$ cat config.mk
export PLATFORM = sky130hd
export DESIGN_NAME = uart_link_xbar
export DESIGN_NICKNAME = d
export VERILOG_FILES = /design/src/rtl/uart_xbar_pkg.sv /design/src/rtl/uart_frame_mon.sv /design/src/rtl/uart_link_xbar.sv
export SDC_FILE = /design/constraint.sdc
export NUM_CORES = 1
export LEC_CHECK = 0
export BUFFER_PORTS_ARGS = -buffer_cell sky130_fd_sc_hd__buf_2
export CORE_MARGIN = 2
export CORE_UTILIZATION = 46
export CTS_CLUSTER_SIZE = 40
export DETAILED_ROUTE_END_ITERATION = 10
export PLACE_DENSITY = 0.61
export SLEW_MARGIN = 20
export SYNTH_ARGS = -nofsm -noshare
export SYNTH_HDL_FRONTEND = slang
export SYNTH_SLANG_ARGS = --single-unit
$ cat constraint.sdc
create_clock -name pclk -period 7.38 [get_ports pclk]
set_input_delay 1.107 -clock pclk [delete_from_list [all_inputs] [get_ports pclk]]
set_output_delay 1.107 -clock pclk [all_outputs]
set_load 0.05 [all_outputs]
$ cat src/rtl/uart_xbar_pkg.sv
// Shared constants for the UART line crossbar: register map, CTRL layout,
// reset values, monitor states and small counter/parity helpers.
package uart_xbar_pkg;

    localparam logic [7:0] ADDR_CTRL       = 8'h00;
    localparam logic [7:0] ADDR_DIV        = 8'h04;
    localparam logic [7:0] ADDR_ROUTE_BASE = 8'h08;
    localparam logic [7:0] ADDR_STAT_BASE  = 8'h40;

    localparam int CTRL_W         = 6;
    localparam int CTRL_MON_EN    = 0;
    localparam int CTRL_DBITS_LSB = 1;
    localparam int CTRL_PAR_EN    = 3;
    localparam int CTRL_PAR_ODD   = 4;
    localparam int CTRL_STOP2     = 5;

    localparam logic [CTRL_W-1:0] CTRL_RESET = 6'h06;
    localparam int                DIV_RESET  = 16;
    localparam int                DIV_MIN    = 4;

    typedef logic [2:0] mon_state_t;
    localparam mon_state_t MON_IDLE   = 3'd0;
    localparam mon_state_t MON_START  = 3'd1;
    localparam mon_state_t MON_DATA   = 3'd2;
    localparam mon_state_t MON_PARITY = 3'd3;
    localparam mon_state_t MON_STOP   = 3'd4;

    function automatic logic [15:0] sat_inc16(input logic [15:0] v);
        return (v == 16'hFFFF) ? v : v + 16'd1;
    endfunction

    function automatic logic [7:0] sat_inc8(input logic [7:0] v);
        return (v == 8'hFF) ? v : v + 8'd1;
    endfunction

    // Expected parity bit given the XOR of the data bits.
    function automatic logic parity_bit(input logic data_xor, input logic odd);
        return data_xor ^ odd;
    endfunction

endpackage

$ cat src/rtl/uart_frame_mon.sv
// Per-channel UART frame monitor: line synchroniser, frame FSM with
// shadowed format/divisor, and saturating frame/framing/parity counters.
module uart_frame_mon
    import uart_xbar_pkg::*;
#(
    parameter int DIV_W = 16
) (
    input  logic              clk,
    input  logic              rst,
    input  logic              line,
    input  logic              mon_en,
    input  logic [CTRL_W-1:0] ctrl,
    input  logic [DIV_W-1:0]  div,
    input  logic              clr,
    output logic [15:0]       frames,
    output logic [7:0]        ferrs,
    output logic [7:0]        perrs,
    output logic              frame_err
);

    logic              sync1_r, sync2_r;
    mon_state_t        state_r, state_s;
    logic [DIV_W-1:0]  cnt_r, cnt_s;
    logic [2:0]        bit_idx_r, bit_idx_s;
    logic              par_r, par_s;
    logic              stop_idx_r, stop_idx_s;
    logic              ferr_seen_r, ferr_seen_s;
    logic [CTRL_W-1:0] sh_ctrl_r, sh_ctrl_s;
    logic [DIV_W-1:0]  sh_div_r, sh_div_s;
    logic              err_r, err_s;
    logic              inc_frame_s, inc_ferr_s, inc_perr_s;
    logic [2:0]        last_bit_s;
    logic [15:0]       frames_r;
    logic [7:0]        ferrs_r, perrs_r;
    logic              unused_s;

    assign unused_s   = ctrl[CTRL_MON_EN] ^ sh_ctrl_r[CTRL_MON_EN];
    assign last_bit_s = {1'b0, sh_ctrl_r[CTRL_DBITS_LSB +: 2]} + 3'd4;

    // Two-flop synchroniser for the asynchronous transmit line.
    always_ff @(posedge clk or posedge rst) begin
        if (rst) begin
            sync1_r <= 1'b1;
            sync2_r <= 1'b1;
        end else begin
            sync1_r <= line;
            sync2_r <= sync1_r;
        end
    end

    // Frame FSM next-state; START samples as its counter steps 1 -> 0.
    always_comb begin
        state_s     = state_r;
        cnt_s       = cnt_r;
        bit_idx_s   = bit_idx_r;
        par_s       = par_r;
        stop_idx_s  = stop_idx_r;
        ferr_seen_s = ferr_seen_r;
        sh_ctrl_s   = sh_ctrl_r;
        sh_div_s    = sh_div_r;
        err_s       = 1'b0;
        inc_frame_s = 1'b0;
        inc_ferr_s  = 1'b0;
        inc_perr_s  = 1'b0;
        if (!mon_en) begin
            state_s = MON_IDLE;
        end else begin
            case (state_r)
                MON_IDLE: begin
                    if (!sync2_r) begin
                        state_s   = MON_START;
                        cnt_s     = div >> 1;
                        sh_ctrl_s = ctrl;
                        sh_div_s  = div;
                    end else begin
                        state_s = MON_IDLE;
                    end
                end
                MON_START: begin
                    if (cnt_r <= DIV_W'(1)) begin
                        if (sync2_r) begin
                            state_s = MON_IDLE;
                        end else begin
                            state_s     = MON_DATA;
                            cnt_s       = sh_div_r - DIV_W'(1);
                            bit_idx_s   = 3'd0;
                            par_s       = 1'b0;
                            ferr_seen_s = 1'b0;
                        end
                    end else begin
                        cnt_s = cnt_r - DIV_W'(1);
                    end
                end
                MON_DATA: begin
                    if (cnt_r == '0) begin
                        cnt_s = sh_div_r - DIV_W'(1);
                        par_s = par_r ^ sync2_r;
                        if (bit_idx_r == last_bit_s) begin
                            state_s    = sh_ctrl_r[CTRL_PAR_EN] ? MON_PARITY : MON_STOP;
                            stop_idx_s = 1'b0;
                        end else begin
                            bit_idx_s = bit_idx_r + 3'd1;
                        end
                    end else begin
                        cnt_s = cnt_r - DIV_W'(1);
                    end
                end
                MON_PARITY: begin
                    if (cnt_r == '0) begin
                        cnt_s      = sh_div_r - DIV_W'(1);
                        state_s    = MON_STOP;
                        stop_idx_s = 1'b0;
                        if (sync2_r != parity_bit(par_r, sh_ctrl_r[CTRL_PAR_ODD])) begin
                            inc_perr_s = 1'b1;
                            err_s      = 1'b1;
                        end else begin
                            inc_perr_s = 1'b0;
                        end
                    end else begin
                        cnt_s = cnt_r - DIV_W'(1);
                    end
                end
                MON_STOP: begin
                    if (cnt_r == '0) begin
                        cnt_s = sh_div_r - DIV_W'(1);
                        if (!sync2_r && !ferr_seen_r) begin
                            inc_ferr_s  = 1'b1;
                            err_s       = 1'b1;
                            ferr_seen_s = 1'b1;
                        end else begin
                            inc_ferr_s = 1'b0;
                        end
                        if (stop_idx_r || !sh_ctrl_r[CTRL_STOP2]) begin
                            state_s     = MON_IDLE;
                            inc_frame_s = 1'b1;
                        end else begin
                            stop_idx_s = 1'b1;
                        end
                    end else begin
                        cnt_s = cnt_r - DIV_W'(1);
                    end
                end
                default: begin
                    state_s = MON_IDLE;
                end
            endcase
        end
    end

    // FSM, shadow and error-pulse registers.
    always_ff @(posedge clk or posedge rst) begin
        if (rst) begin
            state_r     <= MON_IDLE;
            cnt_r       <= '0;
            bit_idx_r   <= 3'd0;
            par_r       <= 1'b0;
            stop_idx_r  <= 1'b0;
            ferr_seen_r <= 1'b0;
            sh_ctrl_r   <= CTRL_RESET;
            sh_div_r    <= DIV_W'(DIV_RESET);
            err_r       <= 1'b0;
        end else begin
            state_r     <= state_s;
            cnt_r       <= cnt_s;
            bit_idx_r   <= bit_idx_s;
            par_r       <= par_s;
            stop_idx_r  <= stop_idx_s;
            ferr_seen_r <= ferr_seen_s;
            sh_ctrl_r   <= sh_ctrl_s;
            sh_div_r    <= sh_div_s;
            err_r       <= err_s;
        end
    end

    // Saturating counters; a clear on the same cycle drops the increment.
    always_ff @(posedge clk or posedge rst) begin
        if (rst) begin
            frames_r <= 16'd0;
            ferrs_r  <= 8'd0;
            perrs_r  <= 8'd0;
        end else if (clr) begin
            frames_r <= 16'd0;
            ferrs_r  <= 8'd0;
            perrs_r  <= 8'd0;
        end else begin
            frames_r <= inc_frame_s ? sat_inc16(frames_r) : frames_r;
            ferrs_r  <= inc_ferr_s  ? sat_inc8(ferrs_r)   : ferrs_r;
            perrs_r  <= inc_perr_s  ? sat_inc8(perrs_r)   : perrs_r;
        end
    end

    assign frames    = frames_r;
    assign ferrs     = ferrs_r;
    assign perrs     = perrs_r;
    assign frame_err = err_r;

endmodule

$ cat src/rtl/uart_link_xbar.sv
// N-channel UART line crossbar: APB register block, per-receive-line
// source selection with registered outputs, and one frame monitor per channel.
module uart_link_xbar
    import uart_xbar_pkg::*;
#(
    parameter int NUM_CH = 2,
    parameter int DIV_W  = 16
) (
    input  logic              pclk,
    input  logic              preset,
    input  logic              psel,
    input  logic              penable,
    input  logic              pwrite,
    input  logic [31:0]       paddr,
    input  logic [31:0]       pwdata,
    output logic [31:0]       prdata,
    output logic              pready,
    output logic              pslverr,
    input  logic [NUM_CH-1:0] uart_tx_i,
    output logic [NUM_CH-1:0] uart_rx_o,
    output logic [NUM_CH-1:0] frame_err_o
);

    logic [CTRL_W-1:0] ctrl_r;
    logic [DIV_W-1:0]  div_r;
    logic [DIV_W-1:0]  wdiv_s;
    logic [7:0]        route_r [NUM_CH];
    logic [NUM_CH-1:0] rx_r, rx_next_s;
    logic [NUM_CH-1:0] route_we_s, clr_s, frame_err_s;
    logic [15:0]       frames_s [NUM_CH];
    logic [7:0]        ferrs_s  [NUM_CH];
    logic [7:0]        perrs_s  [NUM_CH];
    logic              access_s, hit_s, ctrl_we_s, div_we_s;
    logic [7:0]        addr_s;
    logic [31:0]       rdata_s;
    logic              unused_s;

    assign access_s = psel & penable;
    assign addr_s   = paddr[7:0];
    assign wdiv_s   = pwdata[DIV_W-1:0];
    assign unused_s = ^{paddr, pwdata};

    // Address decode, read mux and write strobes for the access phase.
    always_comb begin
        hit_s      = 1'b0;
        rdata_s    = 32'd0;
        ctrl_we_s  = 1'b0;
        div_we_s   = 1'b0;
        route_we_s = '0;
        clr_s      = '0;
        if (addr_s == ADDR_CTRL) begin
            hit_s     = 1'b1;
            rdata_s   = 32'(ctrl_r);
            ctrl_we_s = access_s & pwrite;
        end else if (addr_s == ADDR_DIV) begin
            hit_s    = 1'b1;
            rdata_s  = 32'(div_r);
            div_we_s = access_s & pwrite;
        end else begin
            for (int k = 0; k < NUM_CH; k++) begin
                if (addr_s == ADDR_ROUTE_BASE + 8'(4 * k)) begin
                    hit_s         = 1'b1;
                    rdata_s       = 32'(route_r[k]);
                    route_we_s[k] = access_s & pwrite;
                end else if (addr_s == ADDR_STAT_BASE + 8'(4 * k)) begin
                    hit_s    = 1'b1;
                    rdata_s  = {perrs_s[k], ferrs_s[k], frames_s[k]};
                    clr_s[k] = access_s & pwrite;
                end else begin
                    hit_s = hit_s;
                end
            end
        end
        if (access_s && !pwrite && hit_s) begin
            prdata = rdata_s;
        end else begin
            prdata = 32'd0;
        end
        pslverr = access_s & ~hit_s;
    end

    assign pready = 1'b1;

    // Configuration registers; DIV is clamped to the minimum usable divisor.
    always_ff @(posedge pclk or posedge preset) begin
        if (preset) begin
            ctrl_r <= CTRL_RESET;
            div_r  <= DIV_W'(DIV_RESET);
            for (int k = 0; k < NUM_CH; k++) begin
                route_r[k] <= 8'(k ^ 1);
            end
        end else begin
            if (ctrl_we_s) begin
                ctrl_r <= pwdata[CTRL_W-1:0];
            end else begin
                ctrl_r <= ctrl_r;
            end
            if (div_we_s) begin
                div_r <= (wdiv_s < DIV_W'(DIV_MIN)) ? DIV_W'(DIV_MIN) : wdiv_s;
            end else begin
                div_r <= div_r;
            end
            for (int k = 0; k < NUM_CH; k++) begin
                if (route_we_s[k]) begin
                    route_r[k] <= pwdata[7:0];
                end else begin
                    route_r[k] <= route_r[k];
                end
            end
        end
    end

    // Source select per receive line; out-of-range sources idle high.
    always_comb begin
        rx_next_s = '1;
        for (int k = 0; k < NUM_CH; k++) begin
            for (int j = 0; j < NUM_CH; j++) begin
                if (route_r[k] == 8'(j)) begin
                    rx_next_s[k] = uart_tx_i[j];
                end else begin
                    rx_next_s[k] = rx_next_s[k];
                end
            end
        end
    end

    // Registered receive-line outputs.
    always_ff @(posedge pclk or posedge preset) begin
        if (preset) begin
            rx_r <= '1;
        end else begin
            rx_r <= rx_next_s;
        end
    end

    assign uart_rx_o   = rx_r;
    assign frame_err_o = frame_err_s;

    for (genvar g = 0; g < NUM_CH; g++) begin : g_mon
        uart_frame_mon #(
            .DIV_W (DIV_W)
        ) u_mon (
            .clk       (pclk),
            .rst       (preset),
            .line      (uart_tx_i[g]),
            .mon_en    (ctrl_r[CTRL_MON_EN]),
            .ctrl      (ctrl_r),
            .div       (div_r),
            .clr       (clr_s[g]),
            .frames    (frames_s[g]),
            .ferrs     (ferrs_s[g]),
            .perrs     (perrs_s[g]),
            .frame_err (frame_err_s[g])
        );
    end

endmodule

# --- Yosys cells after proc, flatten, opt, wreduce, memory -nomap -nowiden ---
# Cells that the tools add are included.
totals:
  reg_bits: 204
  in_bits: 71
  out_inout_bits: 38
  elab_cells: 326
classes:
  n_addsub: 14
  n_lt_le_gt_ge: 3
  n_eq_ne: 65
  n_mux: 145
  bitwise_logic: 10
  reduce_logical: 56
ops:
  columns: ["op", "n"]
  rows:
  - ["2-to-1 mux 16 bit", 15]
  - ["2-to-1 mux 32 bit", 7]
  - ["2-to-1 mux 8 bit", 12]
  - ["one-hot mux 16 bit (3 select lines)", 2]
  - ["2-to-1 mux 3 bit", 24]
  - ["2-to-1 mux 1 bit", 67]
  - ["subtractor 16 x 1 -> 16 bit, second input constant", 4]
  - ["!= test 3 x 2 -> 1 bit, second input constant", 12]
  - ["AND reduction 6 bit", 6]
  - ["adder 16 x 1 -> 16 bit, second input constant", 2]
  - ["adder 8 x 1 -> 8 bit, second input constant", 4]
  - ["== test 16 bit, second input constant", 2]
  - ["== test 8 bit, second input constant", 4]
  - ["<= comparator 16 x 1 -> 1 bit, second input constant", 2]
  - ["logical NOT 16 bit", 2]
  - ["one-hot mux 3 bit (5 select lines)", 2]
  - ["!= test 2 bit, second input constant", 14]
  - ["logical NOT 8 bit", 3]
  - ["!= test 2 x 1 -> 1 bit, second input constant", 12]
  - ["nonzero test 2 bit", 10]
  - ["== test 8 x 1 -> 1 bit, second input constant", 2]
  - ["== test 8 x 4 -> 1 bit, second input constant", 2]
  - ["== test 8 x 7 -> 1 bit, second input constant", 2]
  - ["less-than comparator 16 x 3 -> 1 bit, second input constant", 1]
  - ["other kinds (27)", 80]

# --- Longest topological paths before layout ---
# Gate-level depths: netlist of the first run.
depth:
  ltp_word: 9
  mapped_depth: 10
  mapped_depth_nobuf: 8

# --- By module ---
# From an unflattened synthesis of the first run, not the netlist that was laid out.
hier_totals:
  hier_cells: 1260
  hier_area_um2: 12119.1
modules_own_cells:
  columns: ["mod", "instances", "cells_each", "area_each_um2", "seq_area_each_um2"]
  rows:
  - ["uart_frame_mon (g_mon[1].u_mon)", 1, 499, 4812.1, 2033.2]
  - ["uart_frame_mon (g_mon[0].u_mon)", 1, 490, 4703.3, 2033.2]
  - ["uart_link_xbar", 1, 271, 2603.7, 1008.5]

# --- Worst setup path after synthesis of the first run ---
# Ideal clock, no wire load.
synth_path:
  kind: "input to output"
  start: "in paddr[5]"
  end: "out prdata[0]"
  arrival_ns: 3.729
  required_ns: 6.273
  slack_ns: 2.544
  cell_stages: 7
  path_buffers: 1
  path_cell_list: "or3_1 nor3b_2 clkbuf_1 nand2_1 a21oi_1 a21oi_1 o31ai_1"
synth_via:
  elab_chain_len: 9
  elab_cells_between_ends: 20
  cone_classes: "eq/ne: 5; mux: 13; reduce/logical: 2"
synth_lines:
  columns: ["element", "line_no", "source"]
  rows:
  - ["start, declared", "uart_link_xbar.sv:14", "input logic [31:0] paddr,"]
  - ["== test 8 x 7 -> 1 bit", "uart_link_xbar.sv:65", "end else if (addr_s == ADDR_STAT_BASE + 8'(4 * k)) begin"]
  - ["2-to-1 mux 1 bit", "uart_link_xbar.sv:65", null]
  - ["2-to-1 mux 1 bit", "uart_link_xbar.sv:61", "if (addr_s == ADDR_ROUTE_BASE + 8'(4 * k)) begin"]
  - ["2-to-1 mux 1 bit", "uart_link_xbar.sv:65", null]
  - ["2-to-1 mux 1 bit", "uart_link_xbar.sv:61", null]
  - ["2-to-1 mux 1 bit", "uart_link_xbar.sv:55", "end else if (addr_s == ADDR_DIV) begin"]
  - ["2-to-1 mux 1 bit", "uart_link_xbar.sv:51", "if (addr_s == ADDR_CTRL) begin"]
  - ["logical AND 1 bit", "uart_link_xbar.sv:74", "if (access_s && !pwrite && hit_s) begin"]
  - ["2-to-1 mux 32 bit *", "uart_link_xbar.sv:74", null]
  - ["end, declared", "uart_link_xbar.sv:16", "output logic [31:0] prdata,"]
# Mark *: on every way between the ends. The rest lies on a longest branch, timed or not.

# --- Worst setup path after layout of the first run ---
layout_path:
  start: "in paddr[5]"
  end: "out prdata[14]"
# Same word-level chain as after synthesis.

==> impl_metrics.env, run 1 <==
export IMPL_cts_buffers=24
export IMPL_worst_pin_slew_ps=1100
export IMPL_root_buffer="clkbuf_16"
export IMPL_yosysWarningCount=0
export IMPL_drv_slew=0
export IMPL_yosys_cell_count_top_type="dfrtp_1"
export IMPL_synthTopCellsByCount="dfrtp_1 (186), nor2_1 (133), nand2_1 (95)"
export IMPL_grt_overflow_total=0
export IMPL_fp_row_count=58
export IMPL_crit_top_cell="buf_2"
export IMPL_firstDrtPassIters=7
export IMPL_grt_pass1_wl_um=51700
export IMPL_yosysTopAreaCell="dfrtp_1"
export IMPL_status="finished, final reports clean"
export IMPL_die_h_um=164
export IMPL_end_kind="output port"
export IMPL_routed_wl_um=32900
export IMPL_hold_ws_ps=355
export IMPL_antenna_found_initial=0
export IMPL_synth_edf_count=0
export IMPL_drtIter0Drc=753
export IMPL_min_period_over_period_pct=66.9
export IMPL_start_kind="input port"
export IMPL_final_hold_violation_count=0
export IMPL_cellPowerDensity_mw_per_mm2=346
export IMPL_hpwl_um=23100
export IMPL_port_buffers=67
export IMPL_cts_tree="done"
export IMPL_avgSynthCellArea_sq_um=9.55
export IMPL_vias=9839
export IMPL_yosys_most_used_dff="dfrtp_1"
export IMPL_drv_cap=0
export IMPL_cts_resized=0
export IMPL_start_util_pct=46.9
export IMPL_nets=1362
export IMPL_syn_nets=1324
export IMPL_cts_setup_buffers=0
export IMPL_cp_data_required_time_ps=6270
export IMPL_clockBufferDepth=3
export IMPL_cp_cell_sequence="buf_2 > or3_1 > nor3b_4 > and2_1 > a222oi_1 > nor2_1 > buf_2"
export IMPL_fin_crit_ps=4940
export IMPL_yosysUniqueCellTypes=82
export IMPL_slew_headroom_pct=26.1
export IMPL_rsz0062_at_grt="false"
export IMPL_synth_area_sq_mm=0.0118
export IMPL_critPathKind="in -> out"
export IMPL_boundaryPins=109
export IMPL_synth_area_top_cells="dfrtp_1 (39%), mux2_2 (7.3%), nor2_1 (4.2%), dfstp_2 (3.6%), xnor2_1 (3.3%)"
export IMPL_critPathSlowestCell="and2_1"
export IMPL_via_per_inst=6.06
export IMPL_core_sq_mm=0.0252
export IMPL_place_congestion=0.871
export IMPL_syn2layout_area_growth_pct=11.8
export IMPL_synthCells=1237
export IMPL_cp_slowest_stage_delay_ps=830
export IMPL_drive_gt1_share_pct=17.8
export IMPL_antenna_left=0
export IMPL_grt_start_max_net_pins=136
export IMPL_instances_no_fill=1623
export IMPL_drc=0
export IMPL_async_flop_share_pct=100
export IMPL_setup_tns_ps=0
export IMPL_leakagePower_uw=0.00553
export IMPL_num_antenna_cells=0
export IMPL_crit_arrival_ps=3830
export IMPL_grt_pass1_vias=9200
export IMPL_synth_seq_cells=202
export IMPL_preCtsSetupSlack_ps=2250
export IMPL_finalClockSkew_ps=16.7
export IMPL_critPathMaxFanout=24
export IMPL_die_area_sq_mm=0.0270
export IMPL_finalSetupViolations=0
export IMPL_cts_sinks=202
export IMPL_ys_seq_area_share_pct=42.9
export IMPL_wire_per_inst_um=20.3
export IMPL_final_util_pct=52.5
export IMPL_setup_slack_ps=2440
export IMPL_clk_insertion_delay_late_ps=540
export IMPL_die_w_um=164
export IMPL_ir_worst_vdd_mv=0.269
export IMPL_grt_usage_pct=24.6
export IMPL_clk_pin_slew_ps=60
export IMPL_fmax_mhz=202
export IMPL_synth_top_area_share_pct=39.4
export IMPL_htreeDepth=1
export IMPL_cts_hold_buf=0
export IMPL_min_path_type="reg -> reg"
export IMPL_place_inst=1579
## stage by stage
step	area [sq um]	power, uW
global route	13200	4850
floorplan	11800	2880
finish	13200	4570
CTS	13200	4550
detailed placement	12400	3280
global placement	12300	3250
## layout by cell type (no fill, tap or decap), types with 13 or more instances in the layout
master | Yosys | routed
a21oi_1 | 40 | 40
a22o_1 | 13 | 13
a22oi_1 | 31 | 31
and3_1 | 20 | 20
buf_2 | 4 | 67
clkbuf_16 | 0 | 24
dfrtp_1 | 186 | 186
dfstp_2 | 16 | 16
ha_1 | 16 | 16
inv_1 | 21 | 20
mux2_2 | 77 | 77
nand2_1 | 95 | 95
nand3_1 | 39 | 39
nand4_1 | 31 | 31
nor2_1 | 133 | 133
nor3_1 | 41 | 39
nor4_1 | 34 | 34
o21ai_0 | 61 | 61
or3_1 | 22 | 22
xnor2_1 | 45 | 45
xor2_1 | 40 | 40
## layer usage
layer,global-route usage [%],wire length (um),vias to the layer above
li1,-,-,4649
met1,36.0,15100,4849
met2,38.2,15000,281
met3,3.03,1900,60
met4,7.10,891,0
met5,0,0,-
## flip-flops by register name, indices dropped and copies added, names as in the netlist, 6 cells and up
signal / flops
g_mon.u_mon.state_r: 6
g_mon.u_mon.cnt_r: 32
g_mon.u_mon.sh_ctrl_r: 10
g_mon.u_mon.perrs: 16
ctrl_r: 6
g_mon.u_mon.frames: 32
route_r: 16
g_mon.u_mon.bit_idx_r: 6
div_r: 16
g_mon.u_mon.sh_div_r: 32
g_mon.u_mon.ferrs: 16
## cell type report
class                      count  area, sq um
multi-input combinational    950         6390
fill                        2313        12000
clock inverter                11          185
timing repair buffer          75          395
inverter                      22         90.1
clock buffer                  33          664
sequential                   202         5070
tap                          330          413
## cell families (layout without fill, tap and decap cells)
logic type / after synthesis / after routing / share of synthesized area (%)
fa+ha+maj: 16 / 16 / 1.69
xor+xnor: 87 / 87 / 6.70
buf+inv: 85 / 141 / 3.12
simple gates: 497 / 497 / 21.9
other cells: 1 / 1 / 0.0317
mux: 91 / 91 / 8.55
compound gates: 258 / 258 / 15.1
flops: 202 / 202 / 42.9
## critical path, delay by kind of cell
family	cells	cell delay, ps
and+or+nand+nor	4	2150
AOI/OAI and AO/OA	1	150
buffers and inverters	2	420
## power breakdown
part / switching [uW] / internal [uW]
registers: 226 / 1270
clock network: 492 / 775
logic: 1130 / 676
total: 1850 / 2720
## worst paths after layout
| kind | end | slack [ps] | cells after the start | start |
|---|---|---|---|---|
| max reg2reg | g_mon[0].u_mon.cnt_r[12] | 4040 | 6 | g_mon[0].u_mon.cnt_r[4] |
| max in group asynchronous | g_mon[0].u_mon.sh_div_r[9] | 5100 | 3 | preset |
| min in group asynchronous | g_mon[1].u_mon.cnt_r[1] | 760 | 2 | preset |
| max | prdata[14] | 2440 | 7 | paddr[5] |
| min reg2reg | g_mon[0].u_mon.sync2_r | 360 | 0 | g_mon[0].u_mon.sync1_r |
| min | g_mon[0].u_mon.sync2_r | 360 | 0 | g_mon[0].u_mon.sync1_r |
Note: power is estimated with default switching activity, not from simulation.
==> run 2: changes to the inputs <==
- ABC_AREA: unset -> 1
- PLACE_DENSITY: 0.61 -> 0.63
- clock period: 7.38 -> 4 ns (I/O delays scaled with it)
==> impl_metrics.env, run 2 <==
export IMPL_status="finished, final reports clean"
export IMPL_r2r_start="g_mon[0].u_mon.cnt_r[0]"
export IMPL_cp_data_required_time_ps=3400
export IMPL_crit_arrival_ps=2810
export IMPL_synth_top_area_share_pct=34.5
export IMPL_fin_crit_ps=3410
export IMPL_wire_per_inst_um=15.7
export IMPL_final_hold_violation_count=0
export IMPL_boundaryPins=109
export IMPL_crit_buf_inv=2
export IMPL_r2r_end="g_mon[0].u_mon.cnt_r[6]"
export IMPL_cellPowerDensity_mw_per_mm2=420
export IMPL_yosysUniqueCellTypes=51
export IMPL_clockBufferDepth=3
export IMPL_syn2layout_area_growth_pct=11.7
export IMPL_total_power_uw=6320
export IMPL_yosys_cell_count_top_type="nand2_1"
export IMPL_min_period_over_period_pct=85.2
export IMPL_fp_row_count=62
export IMPL_cpLargestDelayFamily="simple AND/OR/NAND/NOR gates"
export IMPL_min_path_type="in -> reg"
export IMPL_end_kind="output port"
export IMPL_drive_gt1_share_pct=12.0
export IMPL_die_h_um=175
export IMPL_muxShareOfSynthArea_pct=0.0743
export IMPL_grt_usage_pct=24.7
export IMPL_leakagePower_uw=0.00751
export IMPL_final_util_pct=52.3
export IMPL_cts_buffers=26
export IMPL_crit_path_end="prdata[21]"
export IMPL_avgSynthCellArea_sq_um=6.94
export IMPL_async_flop_share_pct=100
export IMPL_rsz0062_at_grt="false"
export IMPL_cts_resized=0
export IMPL_synthCells=1943
export IMPL_vias=12600
export IMPL_via_per_inst=5.24
export IMPL_use_met3_pct=3.96
export IMPL_grt_pass1_wl_um=61300
export IMPL_reg2reg_setup_slack_ps=1730
export IMPL_htreeDepth=1
export IMPL_synth_adder_area_share_pct=1.49
export IMPL_critPathSlowestCell="o21a_4"
export IMPL_finalClockSkew_ps=12.3
export IMPL_setup_tns_ps=0
export IMPL_synthTopCellsByCount="nand2_1 (557), inv_1 (216), nor2_1 (212)"
export IMPL_hold_ws_ps=203
export IMPL_cp_cell_sequence="buf_2 > nor2_2 > nand2_1 > nor2_1 > nand2_1 > nand2_1 > o21a_4 > nand3_4 > nor2_1 > buf_2"
export IMPL_synthXorXnorAreaFrac_pct=5.72
export IMPL_slew_headroom_pct=41.9
export IMPL_yosysTopAreaCell="dfrtp_1"
export IMPL_antenna_left=0
export IMPL_clk_insertion_delay_late_ps=540
export IMPL_drv_slew=0
export IMPL_die_w_um=175
export IMPL_crit_top_cell="nand2_1"
export IMPL_cp_slowest_stage_delay_ps=360
export IMPL_cts_sinks=202
export IMPL_antenna_found_initial=0
export IMPL_worst_pin_slew_ps=869
export IMPL_preCtsSetupSlack_ps=621
export IMPL_yosysWarningCount=0
export IMPL_cp_depth=10
export IMPL_clk_pin_slew_ps=50
export IMPL_num_antenna_cells=0
export IMPL_fmax_mhz=293
export IMPL_final_common_cell="nand2_1"
export IMPL_cts_tree="done"
export IMPL_cts_hold_buf=0
export IMPL_most_common_layout_cells="nand2_1 (556), inv_1 (215), nor2_1 (212), dfrtp_1 (186), nand3_1 (163)"
export IMPL_synth_area_top_cells="dfrtp_1 (35%), nand2_1 (16%), nand3_1 (6.1%), inv_1 (6.0%), nor2_1 (5.9%)"
export IMPL_synth_top_family_by_area="simple AND/OR/NAND/NOR gates"
export IMPL_synth_seq_cells=202
export IMPL_ir_worst_vdd_mv=0.345
export IMPL_synth_compound_area_share_pct=9.31
export IMPL_firstDrtPassIters=5
export IMPL_crit_start="paddr[1]"
export IMPL_port_buffers=67
export IMPL_die_area_sq_mm=0.0307
export IMPL_ys_seq_area_share_pct=37.7
export IMPL_root_buffer="clkbuf_16"
export IMPL_drtIter0Drc=914
export IMPL_critPathMaxFanout=25
export IMPL_yosys_most_used_dff="dfrtp_1"
export IMPL_hpwl_um=28500
export IMPL_grt_pass1_vias=11800
export IMPL_start_util_pct=46.8
export IMPL_synth_area_sq_mm=0.0135
export IMPL_place_congestion=0.932
export IMPL_grt_start_max_net_pins=68
export IMPL_grt_busiest_layer="met2"
export IMPL_synth_simple_gate_area_share_pct=36.7
export IMPL_rr_worst_depth=9
export IMPL_nets=2081
export IMPL_use_met2_pct=39.1
export IMPL_drv_cap=0
export IMPL_met1_usage_pct=34.6
export IMPL_critPathKind="in -> out"
export IMPL_core_sq_mm=0.0288
export IMPL_cts_setup_buffers=0
export IMPL_grt_overflow_total=0
export IMPL_finalSetupViolations=0
export IMPL_setup_slack_ps=593
export IMPL_syn_nets=2030
export IMPL_synth_edf_count=0
export IMPL_start_kind="input port"
export IMPL_drc=0
export IMPL_routed_wl_um=37700
[run 2: power breakdown]
group / internal, uW / total, uW / switching, uW
clock network: 1660 / 2590 / 928
logic: 491 / 1400 / 906
registers: 2170 / 2330 / 164
total: 4320 / 6320 / 2000
[run 2: how the worst min path moves through the flow]
stage | cells past startpoint | slack, ps | startpoint | end
CTS | 1 | 190 | uart_tx_i[1] | g_mon[1].u_mon.sync1_r
floorplan | 0 | 350 | g_mon[0].u_mon.sync1_r | g_mon[0].u_mon.sync2_r
finish | 1 | 200 | uart_tx_i[1] | g_mon[1].u_mon.sync1_r
global route | 1 | 190 | uart_tx_i[1] | g_mon[1].u_mon.sync1_r
global placement | 0 | 350 | g_mon[1].u_mon.sync1_r | g_mon[1].u_mon.sync2_r
detailed placement | 0 | 350 | g_mon[0].u_mon.sync1_r | g_mon[0].u_mon.sync2_r
[run 2: stage by stage]
step | cell area [sq um] | instances
finish | 15100 | 2398
detailed placement | 14100 | 2350
CTS | 15100 | 2398
global placement | 14100 | 2350
global route | 15100 | 2398
floorplan | 13500 | 1943
[run 2: layout make-up]
type	count	area, sq um
well taps	384	480
inverters	232	877
multi-input cells	1449	7190
repair buffers	83	480
clock inverters	12	191
flip-flops and latches	202	5070
clock buffers	36	769
fillers	2845	13700
[run 2: layer usage]
metal,wire (um),up-vias
li1,-,6336
met2,16900,322
met3,2210,58
met1,17400,5847
met5,0,-
met4,1220,0
[run 2: kinds of logic after synthesis]
| family | Yosys count |
|---|---|
| AOI/OAI and AO/OA | 236 |
| buffers and inverters | 292 |
| and+or+nand+nor | 1107 |
| adders and majority gates | 16 |
| other | 1 |
| xor gates and xnor gates | 88 |
| muxes | 1 |
| DFF | 202 |
